$ cat src/rtl/hamming_pkg.sv
// Shared constants, codeword layout and error classification for the SECDED
// extended Hamming(15,11) decoder.
package hamming_pkg;

  localparam int unsigned CODE_W = 16;
  localparam int unsigned MSG_W  = 11;
  localparam int unsigned SYN_W  = 4;

  // Codeword positions carrying message bits, message bit 0 first.
  localparam logic [3:0] DATA_POS [MSG_W] = '{
    4'd3, 4'd5, 4'd6, 4'd7, 4'd9, 4'd10, 4'd11, 4'd12, 4'd13, 4'd14, 4'd15
  };

  // Syndrome bit b covers every position whose index has bit b set.
  localparam logic [CODE_W-1:0] PAR_MASK [SYN_W] = '{
    16'hAAAA, 16'hCCCC, 16'hF0F0, 16'hFF00
  };

  typedef enum logic [1:0] {ERR_NONE, ERR_SINGLE, ERR_DOUBLE} err_e;

  // Odd overall parity means exactly one flipped bit, located by s (0 = bit 0).
  function automatic err_e classify(input logic [SYN_W-1:0] s, input logic p);
    if (p)
      return ERR_SINGLE;
    else if (s != '0)
      return ERR_DOUBLE;
    else
      return ERR_NONE;
  endfunction

  function automatic logic [MSG_W-1:0] extract_msg(input logic [CODE_W-1:0] c);
    logic [MSG_W-1:0] m;
    m = '0;
    for (int unsigned k = 0; k < MSG_W; k++)
      m[k[3:0]] = c[DATA_POS[k[3:0]]];
    return m;
  endfunction

endpackage

$ cat src/rtl/hamming_syndrome.sv
// Combinational syndrome and overall-parity generator for a 16-bit extended
// Hamming codeword.
module hamming_syndrome
  import hamming_pkg::*;
(
  input  logic [CODE_W-1:0] code,
  output logic [SYN_W-1:0]  s,
  output logic              p
);

  always_comb begin
    s = '0;
    for (int unsigned b = 0; b < SYN_W; b++)
      s[b[1:0]] = ^(code & PAR_MASK[b[1:0]]);
    p = ^code;
  end

endmodule

$ cat src/rtl/hamming_decoder.sv
// Two-stage SECDED decoder with valid/ready on both sides and saturating
// error counters. Define HAMMING_DEC_SYNDROME_EN to expose out_syndrome.
module hamming_decoder
  import hamming_pkg::*;
#(
  parameter int unsigned CNT_W = 16
) (
  input  logic              clk,
  input  logic              rst,
  input  logic              in_valid,
  output logic              in_ready,
  input  logic [15:0]       in_code,
  output logic              out_valid,
  input  logic              out_ready,
  output logic [10:0]       out_msg,
  output logic              out_corrected,
  output logic              out_uncorrectable,
`ifdef HAMMING_DEC_SYNDROME_EN
  output logic [4:0]        out_syndrome,
`endif
  input  logic              cnt_clr,
  output logic [CNT_W-1:0]  corr_cnt,
  output logic [CNT_W-1:0]  uncorr_cnt
);

  logic              advance;
  logic [SYN_W-1:0]  syn;
  logic              par;

  logic              s1_valid;
  logic [CODE_W-1:0] s1_code;
  logic [SYN_W-1:0]  s1_syn;
  logic              s1_p;

  err_e              err;
  logic [CODE_W-1:0] fixed;
  logic              xfer;

  assign advance  = ~out_valid | out_ready;
  assign in_ready = advance;
  assign xfer     = out_valid & out_ready;

  hamming_syndrome u_syndrome (
    .code (in_code),
    .s    (syn),
    .p    (par)
  );

  always_ff @(posedge clk or posedge rst) begin
    if (rst) begin
      s1_valid <= 1'b0;
      s1_code  <= '0;
      s1_syn   <= '0;
      s1_p     <= 1'b0;
    end else if (advance) begin
      s1_valid <= in_valid;
      if (in_valid) begin
        s1_code <= in_code;
        s1_syn  <= syn;
        s1_p    <= par;
      end
    end
  end

  always_comb begin
    err   = classify(s1_syn, s1_p);
    fixed = s1_code;
    if (err == ERR_SINGLE)
      fixed[s1_syn] = ~s1_code[s1_syn];
  end

  always_ff @(posedge clk or posedge rst) begin
    if (rst) begin
      out_valid         <= 1'b0;
      out_msg           <= '0;
      out_corrected     <= 1'b0;
      out_uncorrectable <= 1'b0;
`ifdef HAMMING_DEC_SYNDROME_EN
      out_syndrome      <= '0;
`endif
    end else if (advance) begin
      out_valid <= s1_valid;
      // Bubbles leave the last delivered payload in place; only valid words load.
      if (s1_valid) begin
        out_msg           <= extract_msg(fixed);
        out_corrected     <= (err == ERR_SINGLE);
        out_uncorrectable <= (err == ERR_DOUBLE);
`ifdef HAMMING_DEC_SYNDROME_EN
        out_syndrome      <= {s1_p, s1_syn};
`endif
      end
    end
  end

  always_ff @(posedge clk or posedge rst) begin
    if (rst) begin
      corr_cnt   <= '0;
      uncorr_cnt <= '0;
    end else if (cnt_clr) begin
      corr_cnt   <= '0;
      uncorr_cnt <= '0;
    end else if (xfer) begin
      if (out_corrected && corr_cnt != '1)
        corr_cnt <= corr_cnt + 1'b1;
      if (out_uncorrectable && uncorr_cnt != '1)
        uncorr_cnt <= uncorr_cnt + 1'b1;
    end
  end

endmodule

$ cat config.mk
export PLATFORM = sky130hd
export DESIGN_NAME = hamming_decoder
export DESIGN_NICKNAME = d
export VERILOG_FILES = /design/src/rtl/hamming_pkg.sv /design/src/rtl/hamming_syndrome.sv /design/src/rtl/hamming_decoder.sv
export SDC_FILE = /design/constraint.sdc
export NUM_CORES = 1
export LEC_CHECK = 0
export ABC_AREA = 1
export BUFFER_PORTS_ARGS = -buffer_cell sky130_fd_sc_hd__buf_2
export CAP_MARGIN = 20
export CORE_MARGIN = 2
export CORE_UTILIZATION = 30
export DETAILED_ROUTE_END_ITERATION = 10
export GPL_TIMING_DRIVEN = 0
export MAX_ROUTING_LAYER = met4
export SETUP_SLACK_MARGIN = 0.05
export SLEW_MARGIN = 40
export SYNTH_ARGS = -nofsm -noshare
export SYNTH_HDL_FRONTEND = slang
export SYNTH_SLANG_ARGS = --single-unit
$ cat constraint.sdc
create_clock -name clk -period 5.3 [get_ports clk]
set_clock_uncertainty 0.05 [all_clocks]
set_input_delay 0.53 -clock clk [delete_from_list [all_inputs] [get_ports clk]]
set_output_delay 0.53 -clock clk [all_outputs]
set_load 0.03 [all_outputs]
Word level (Yosys, flattened, before mapping)

Cells that the tools add are included.

Add/sub/neg operators: 2
$lt $le $gt $ge: 2
Equal/unequal tests: 4
Multiplexer cells: 14
Bitwise logic cells: 4
Reductions and logical operators: 16

Operators with widths:

| kind                                                        | count |
|---|---|
| 2-to-1 mux 16 bit                                           | 7 |
| parity 16 bit                                               | 5 |
| adder 16 x 1 -> 16 bit (second input constant)              | 2 |
| != test 16 bit (second input constant)                      | 2 |
| bitwise mux 16 bit                                          | 1 |
| AND reduction 2 bit                                         | 4 |
| nonzero test 2 bit                                          | 3 |
| less-than comparator 4 x 5 -> 1 bit (second input constant) | 1 |
| binary-select mux 1 bit (select 4 bit)                      | 1 |
| demux 1 bit (select 4 bit)                                  | 1 |
| >= comparator 4 x 1 -> 1 bit (second input constant)        | 1 |
| 2-to-1 mux 2 bit                                            | 2 |
| nonzero test 4 bit                                          | 1 |
| logical AND 1 bit                                           | 3 |
| == test 2 x 1 -> 1 bit (second input constant)              | 1 |
| == test 2 bit (second input constant)                       | 1 |
| 2-to-1 mux 1 bit                                            | 2 |
| NOT 1 bit                                                   | 2 |
| AND 1 bit                                                   | 1 |
| bitwise OR 1 bit                                            | 1 |

Register bits after elaboration: 68
Bits of input ports: 21
Output and inout port bits: 47
Logic and storage cells: 52

Longest topological paths before layout

Gate-level depths: netlist of the first run.

Word-level depth: 6
Mapped depth: 13
Mapped depth without buffers: 11

By module

From an unflattened synthesis of the first run, not the netlist that was laid out.

Cell total of the unflattened synthesis: 644
Area total of the unflattened synthesis: 4,294.1 um^2

By module, submodules not included:

| module           | times used | cells each | area an instance (um^2) | sequential area each (um^2) |
|---|---|---|---|---|
| hamming_decoder  | 1          | 534        | 3,798.6                 | 1,701.6 |
| hamming_syndrome | 1          | 110        | 495.5                   | 0.0 |

Worst setup path after synthesis of the first run

Ideal clock, no wire load.

Path type: register -> register
From: reg corr_cnt[0]
To: reg corr_cnt[13]
Library setup time: 0.127 ns
Arrival: 1.621 ns
Data required time: 5.123 ns
Path slack: 3.502 ns
Cell stages (with the launch flop): 10
Path buffers: 1
Clock period less this slack: 1.798 ns
Cells stage by stage: dfrtp_1 -> ha_1 -> nand3_1 -> inv_2 -> nand2_2 -> o21ai_4 -> nand2_4 -> clkinv_8 -> buf_12 -> o21ai_0

Cells in the longest elaborated chain, start to end: 4
Elaborated cells between the ends (all ways): 8
Classes of those cells: 1 x add/sub; 1 x eq/ne; 3 x mux; 3 x reduce/logical

Ends and longest elaborated chain:

| element                                                         | RTL line                                       | RTL |
|---|---|---|
| from (decl)                                                     | hamming_decoder.sv:22                          | `output logic [CNT_W-1:0] corr_cnt,` |
| from (signal assigned)                                          | hamming_decoder.sv:104                         | `corr_cnt <= corr_cnt + 1'b1;` |
| adder 16 x 1 -> 16 bit / != test 16 bit (equally long branches) | hamming_decoder.sv:104, hamming_decoder.sv:103 |  |
| 2-to-1 mux 16 bit / logical AND 1 bit (equally long branches)   | hamming_decoder.sv:103                         | `if (out_corrected && corr_cnt != '1)` |
| 2-to-1 mux 16 bit / nonzero test 2 bit (equally long branches)  | n/a                                            |  |
| 2-to-1 mux 16 bit / AND reduction 2 bit (equally long branches) | n/a                                            |  |

Several ways; a longest one is shown, not always the timed one. The select of a mux whose other input is x is not followed.
A chain may end at the register's enable or synchronous reset.

Worst setup path in the final report of the first run

From: reg uncorr_cnt[0]
To: reg uncorr_cnt[9]

Cells in the longest elaborated chain, start to end: 4
Elaborated cells between the ends (all ways): 8
Classes of those cells: 1 x add/sub; 1 x eq/ne; 3 x mux; 3 x reduce/logical

Ends and longest elaborated chain:

| element                                                         | RTL line                                       | RTL |
|---|---|---|
| from (decl)                                                     | hamming_decoder.sv:23                          | `output logic [CNT_W-1:0] uncorr_cnt` |
| from (signal assigned)                                          | hamming_decoder.sv:106                         | `uncorr_cnt <= uncorr_cnt + 1'b1;` |
| adder 16 x 1 -> 16 bit / != test 16 bit (equally long branches) | hamming_decoder.sv:106, hamming_decoder.sv:105 |  |
| 2-to-1 mux 16 bit / logical AND 1 bit (equally long branches)   | hamming_decoder.sv:105                         | `if (out_uncorrectable && uncorr_cnt != '1)` |
| 2-to-1 mux 16 bit / nonzero test 2 bit (equally long branches)  | n/a                                            |  |
| 2-to-1 mux 16 bit / AND reduction 2 bit (equally long branches) | n/a                                            |  |

Several ways; a longest one is shown, not always the timed one. The select of a mux whose other input is x is not followed.

==> results.toml, run 1 <==
[placed_design]
post_dp_cell_area_mm2 = 0.004921
dp_hpwl_um = 8280
gp_congestion = 0.8142
dp_cells = 895
portBuffers = 66
pre_cts_slack_ps = 3402

[grt]
grt_pass1_wl_um = 18770
grt_pass1_vias = 3923
antenna_found_initial = 0
grt-ovfl-total = 0
grtUsageTotal = 0.1594
grt_max_degree = 54

[logic_synthesis]
synth_cells = 648
yosysTopAreaCellShare = 0.3927
synth_flop_cell = "dfrtp_1"
synth-seq-cells = 68
synthArstFlopShare = 1.000
synth_top_family_by_area = "simple AND/OR/NAND/NOR gates"
synth_seq_area_share = 0.3927
synthTopCellsByCount = "260 x nand2_1, 76 x nor2_1, 71 x inv_1"
synth.avg_cell_area_um2 = 6.687
synth-adder-area-share = 0.005775
synth_simple_gate_area_frac = 0.3872
syn-num-nets = 671
synthesis.area_mm2 = 0.004333
synth_compound_area_frac = 0.07912
synth.most_common_cell = "nand2_1"
synth_area_leaders = "dfrtp_1 39%, nand2_1 23%, nor2_1 6.6%"
synth_edf_count = 0
synth.area.mux_share = 0
synth_top_area_cell = "dfrtp_1"
ys.warnings.count = 0
synthXorXnorAreaFrac = 0.04043
synth_cell_types = 29

[route]
firstDrtPassIters = 4
drt-initial-drc-count = 230
via_count = 4170
ant_nets = 0
viasPerCell = 4.587
wl_um = 11010
route.detailed.drc = 0
routedWlPerCell_um = 12.11

[clock_tree]
cts_made_buffers = 9
postCtsSetupRepairBufs = 0
cts.sinks = 68
cts_resized = 0
h-tree-depth = 3
clock_path_buffers = 2
cts_tree = "built"
insertion_delay_ps = 330
cts-root-buf = "clkbuf_16"
hold_buffers = 0
clk_pin_slew_worst_paths_ps = 60

[sta]
final.setup.worst_slack_ps = 3490
worst_slew_pin_slew_ps = 563.8
relSlewSlack = 0.6242
min_period_ps = 1810
setup_viol = 0
setup_tns_ps = 0
hold_viol_final = 0
rsz0062_at_grt = "no"
drv_slew = 0
hold_slack_ps = 67.09
max_freq_mhz = 552.5
layout_worst_path_cycle_share = 0.3415

[power_and_ir_drop]
p_leak_nw = 2.750
cellPowerDensity_mw_per_mm2 = 319.9
p_total_mw = 1.657
peakVddDrop_mv = 0.1633

[setup_path]
path_class = "register to register"
cp-end-kind = "register"
start_kind = "register"
cp_max_fo = 10
arrival_ps = 2030
required_ps = 5520

[final_layout]
stdcell_count = 909
n_antenna_cell = 0
final_nets = 749
final_util = 0.3702
area_growth_pct = 19.52
stdcell_area_mm2 = 0.005179
drive_above_1_share = 0.1701

[floorplan]
ios = 68
rows = 43
fp.dieW_um = 124.2
die_h_um = 124.2
start_util = 0.3097
core_mm2 = 0.01399
die-area_mm2 = 0.01542

[min_path]
hold_path.class = "input pin to async pin"

[status]
run_status = "finished, final reports clean"

[flow_run]
maxCapViolCount = 0
[state kept, by name (all words and copies together), names as in the netlist]
name,cells
out_corrected,1
s1_valid,1
corr_cnt,16
out_uncorrectable,1
out_valid,1
s1_code,16
uncorr_cnt,16
s1_syn,4
out_msg,11
s1_p,1
[area by class of cell]
class	count	area, um2
Clock inverter	3	15.01
Clock buffer	11	242.7
Buffer	17	112.6
Multi-Input combinational cell	487	2221
Timing Repair Buffer	67	357.8
Tap cell	180	225.2
Inverter	76	302.8
Sequential cell	68	1702
Fill cell	1518	8810
[layout by cell type (no fill, tap or decap), types with 4 or more instances in the layout]
cell and instances:
clkbuf_16 9, nand4_1 15, o21ai_2 10, nand3_1 40
nand2_1 260, xor2_1 11, buf_2 73, clkbuf_1 8
nor3_1 4, dfrtp_1 68, nand2_2 8, nor2_1 76
xnor2_1 9, o21ai_0 35, inv_1 70
[final timing paths]
check,end,slack (ps),startpoint,cells after the start
worst min register to register,out_msg[1]$_DFFE_PP0P_,420,out_msg[1]$_DFFE_PP0P_,2
worst max-delay path,uncorr_cnt[9]$_DFFE_PP0P_,3490,uncorr_cnt[0]$_DFFE_PP0P_,10
worst min-delay path,uncorr_cnt[4]$_DFFE_PP0P_,70,rst,2
min in group clk,out_msg[1]$_DFFE_PP0P_,420,out_msg[1]$_DFFE_PP0P_,2
max in group asynchronous,s1_code[10]$_DFFE_PP0P_,4640,rst,3
worst max register to register,uncorr_cnt[9]$_DFFE_PP0P_,3490,uncorr_cnt[0]$_DFFE_PP0P_,10
[metal layers]
metal / wire, um / up-vias / global-route usage
met5: 0 / - / -
met4: 142 / 0 / 0.05899
met3: 495 / 14 / 0.02473
met2: 5174 / 97 / 0.2606
met1: 5198 / 1897 / 0.1995
li1: - / 2162 / -
[power by group]
part | leakage [nW] | switching (mW) | internal (mW)
Sequential | 0.888 | 0.0468 | 0.587
Combinational | 1.73 | 0.334 | 0.148
Clock | 0.131 | 0.219 | 0.322
Total | 2.75 | 0.600 | 1.06
[kinds of logic (layout without fill, tap and decap cells)]
logic type | Yosys count | count (layout)
AOI/OAI and AO/OA | 55 | 55
and+or+nand+nor | 410 | 410
DFF | 68 | 68
xor gates and xnor gates | 20 | 20
adders and majority gates | 2 | 2
buffers and inverters | 93 | 174
[critical path: stages (launching register included)]
cell and delay [ps]:
dfrtp_1 420, ha_1 210, nand3_1 160, inv_1 80, nand2_1 110, o21ai_2 200, nand2_2 160, inv_2 100
buf_6 130, nand2_1 60, nand2_1 70
No activity file was read; power rests on OpenSTA's default activity.
==> run 2, diff against run 1 <==
==> constraint.sdc (replaced) <==
create_clock -name clk -period 1.5 [get_ports clk]
set_clock_uncertainty 0.05 [all_clocks]
set_input_delay 0.15 -clock clk [delete_from_list [all_inputs] [get_ports clk]]
set_output_delay 0.15 -clock clk [all_outputs]
set_load 0.03 [all_outputs]
==> run 2 against run 1 <==
Against the previous run: the flow now finishes with violations (setup timing); final area increased by 20%; sequential power increased to 3.5 times the previous value; clock power increased to 4.6 times the previous value; critical path type unchanged.
==> results.toml, run 2 (synthesis gave the netlist of run 1 again) <==
[status]
run_status = "finished with violations"
violations = "setup timing"

[route]
route.detailed.drc = 0
wl_um = 12670
drt-initial-drc-count = 293
ant_nets = 0
viasPerCell = 4.671
via_count = 4512
firstDrtPassIters = 4
routedWlPerCell_um = 13.11

[power_and_ir_drop]
peakVddDrop_mv = 0.5704
cellPowerDensity_mw_per_mm2 = 1113
p_leak_nw = 3.281

[sta]
drv_slew = 0
final.setup.worst_slack_ps = -50.52
min_period_ps = 1551
max_freq_mhz = 644.9
hold_viol_final = 0
setup_viol = 32
rsz0062_at_grt = "yes"
hold_slack_ps = 38.17
relSlewSlack = 0.5936
worst_slew_pin_slew_ps = 609.6
layout_worst_path_cycle_share = 1.034

[min_path]
whs_path_depth = 3
hold_path.class = "input pin to register"

[placed_design]
gp_congestion = 0.8185
dp_cells = 896
portBuffers = 66
dp_hpwl_um = 8451

[setup_path]
slowest_stage = "dfrtp_1"
worst_r2r_path_depth = 12
start_kind = "register"
cp_max_fo = 5
cp-end-kind = "register"
required_ps = 1680
slowest_delay_ps = 400
path_buf_inv = 3
crit_family = "simple AND/OR/NAND/NOR gates"
critPathMostFrequentCell = "nand2_1"
arrival_ps = 1730
path_depth = 12
path_class = "register to register"
path_cells = "inv_2, buf_6, nor2_2, o21bai_1, nand2_1, nand2_1, nand2_2, nor2_4, buf_6, nand2_1, nand2_1, nand2_1"

[final_layout]
mostFrequentLayoutCell = "nand2_1"
final_cell_mix = "223 x nand2_1, 69 x buf_2, 68 x nor2_1"
area_growth_pct = 43.40
drive_above_1_share = 0.3677
stdcell_count = 966
final_nets = 804
n_antenna_cell = 0
reg_top3 = "corr_cnt (16), s1_code (16), uncorr_cnt (16)"

[grt]
grt_max_degree = 25
grtUsageTotal = 0.1774
grt-ovfl-total = 0
grt_pass1_wl_um = 20870
grt_pass1_vias = 4394
antenna_found_initial = 0

[floorplan]
die_h_um = 124.2
start_util = 0.3097
die-area_mm2 = 0.01542
core_mm2 = 0.01399
ios = 68
fp.dieW_um = 124.2
rows = 43

[clock_tree]
insertion_delay_ps = 340
cts.sinks = 68
cts_tree = "built"
cts_made_buffers = 9
cts-root-buf = "clkbuf_16"
h-tree-depth = 3
clock_path_buffers = 2
clk_pin_slew_worst_paths_ps = 60

[flow_run]
maxCapViolCount = 0
run 2: stage by stage:
| stage | setup TNS, ps | area, um2 | util | setup slack (ps) | power [mW] |
|---|---|---|---|---|---|
| finish | -555.1 | 6213 | 0.4442 | -50.52 | 6.914 |
| CTS | -194.7 | 6010 | 0.4296 | -39.90 | 6.908 |
| global route | -3664 | 6213 | 0.4442 | -166.5 | 7.315 |
| global placement | -7521 | 4990 | 0.3567 | -137.5 | 3.998 |
| floorplan | -1257 | 4434 | - | -83.33 | 3.509 |
| detailed placement | -4015 | 5030 | 0.3596 | -152.0 | 4.027 |
run 2: cell type report:
| class | instances | area, um2 |
|---|---|---|
| fill | 1445 | 7775 |
| multi-input combinational | 487 | 2597 |
| sequential | 68 | 1740 |
| timing repair buffer | 122 | 843.3 |
| inverter | 76 | 306.5 |
| clock buffer | 10 | 239.0 |
| tap | 180 | 225.2 |
| buffer | 17 | 150.1 |
| clock inverter | 6 | 111.4 |
run 2: worst paths after layout:
check	from	slack, ps	to
setup / recovery	s1_syn[0]$_DFFE_PP0P_	-50	out_msg[6]$_DFFE_PP0P_
hold / removal	in_code[0]	40	s1_code[0]$_DFFE_PP0P_
setup reg to reg	s1_syn[0]$_DFFE_PP0P_	-50	out_msg[6]$_DFFE_PP0P_
hold reg to reg	s1_valid$_DFFE_PP0N_	420	out_valid$_DFFE_PP0N_
max in group asynchronous	rst	330	uncorr_cnt[10]$_DFFE_PP0P_
min in group asynchronous	rst	360	corr_cnt[15]$_DFFE_PP0P_
run 2: repair_timing:
item	CTS	global route
setup endpoints to repair	58	56
setup buffers	39	9
hold endpoints to repair	21	0
pin swaps	18	12
hold buffers	1	0
gates cloned	5	1
gates resized for setup	90	33
run 2: layer usage:
layer / vias to the layer above / part of all wire / GRT usage
li1: 2283 / - / -
met1: 2090 / 0.45 / 0.2078
met2: 117 / 0.50 / 0.3108
met3: 22 / 0.043 / 0.02610
met4: 0 / 0.015 / 0.05969
met5: - / 0 / -
run 2: power breakdown:
part,internal [mW],switching [mW],leakage [nW]
Sequential,2.08,0.166,0.837
Combinational,0.801,1.37,2.27
Clock,1.67,0.834,0.169
Total,4.55,2.37,3.28
run 2: tightest hold or removal path, cell delays in order:
cell	delay [ps]
buf_2	110
inv_1	40
o21ai_0	70
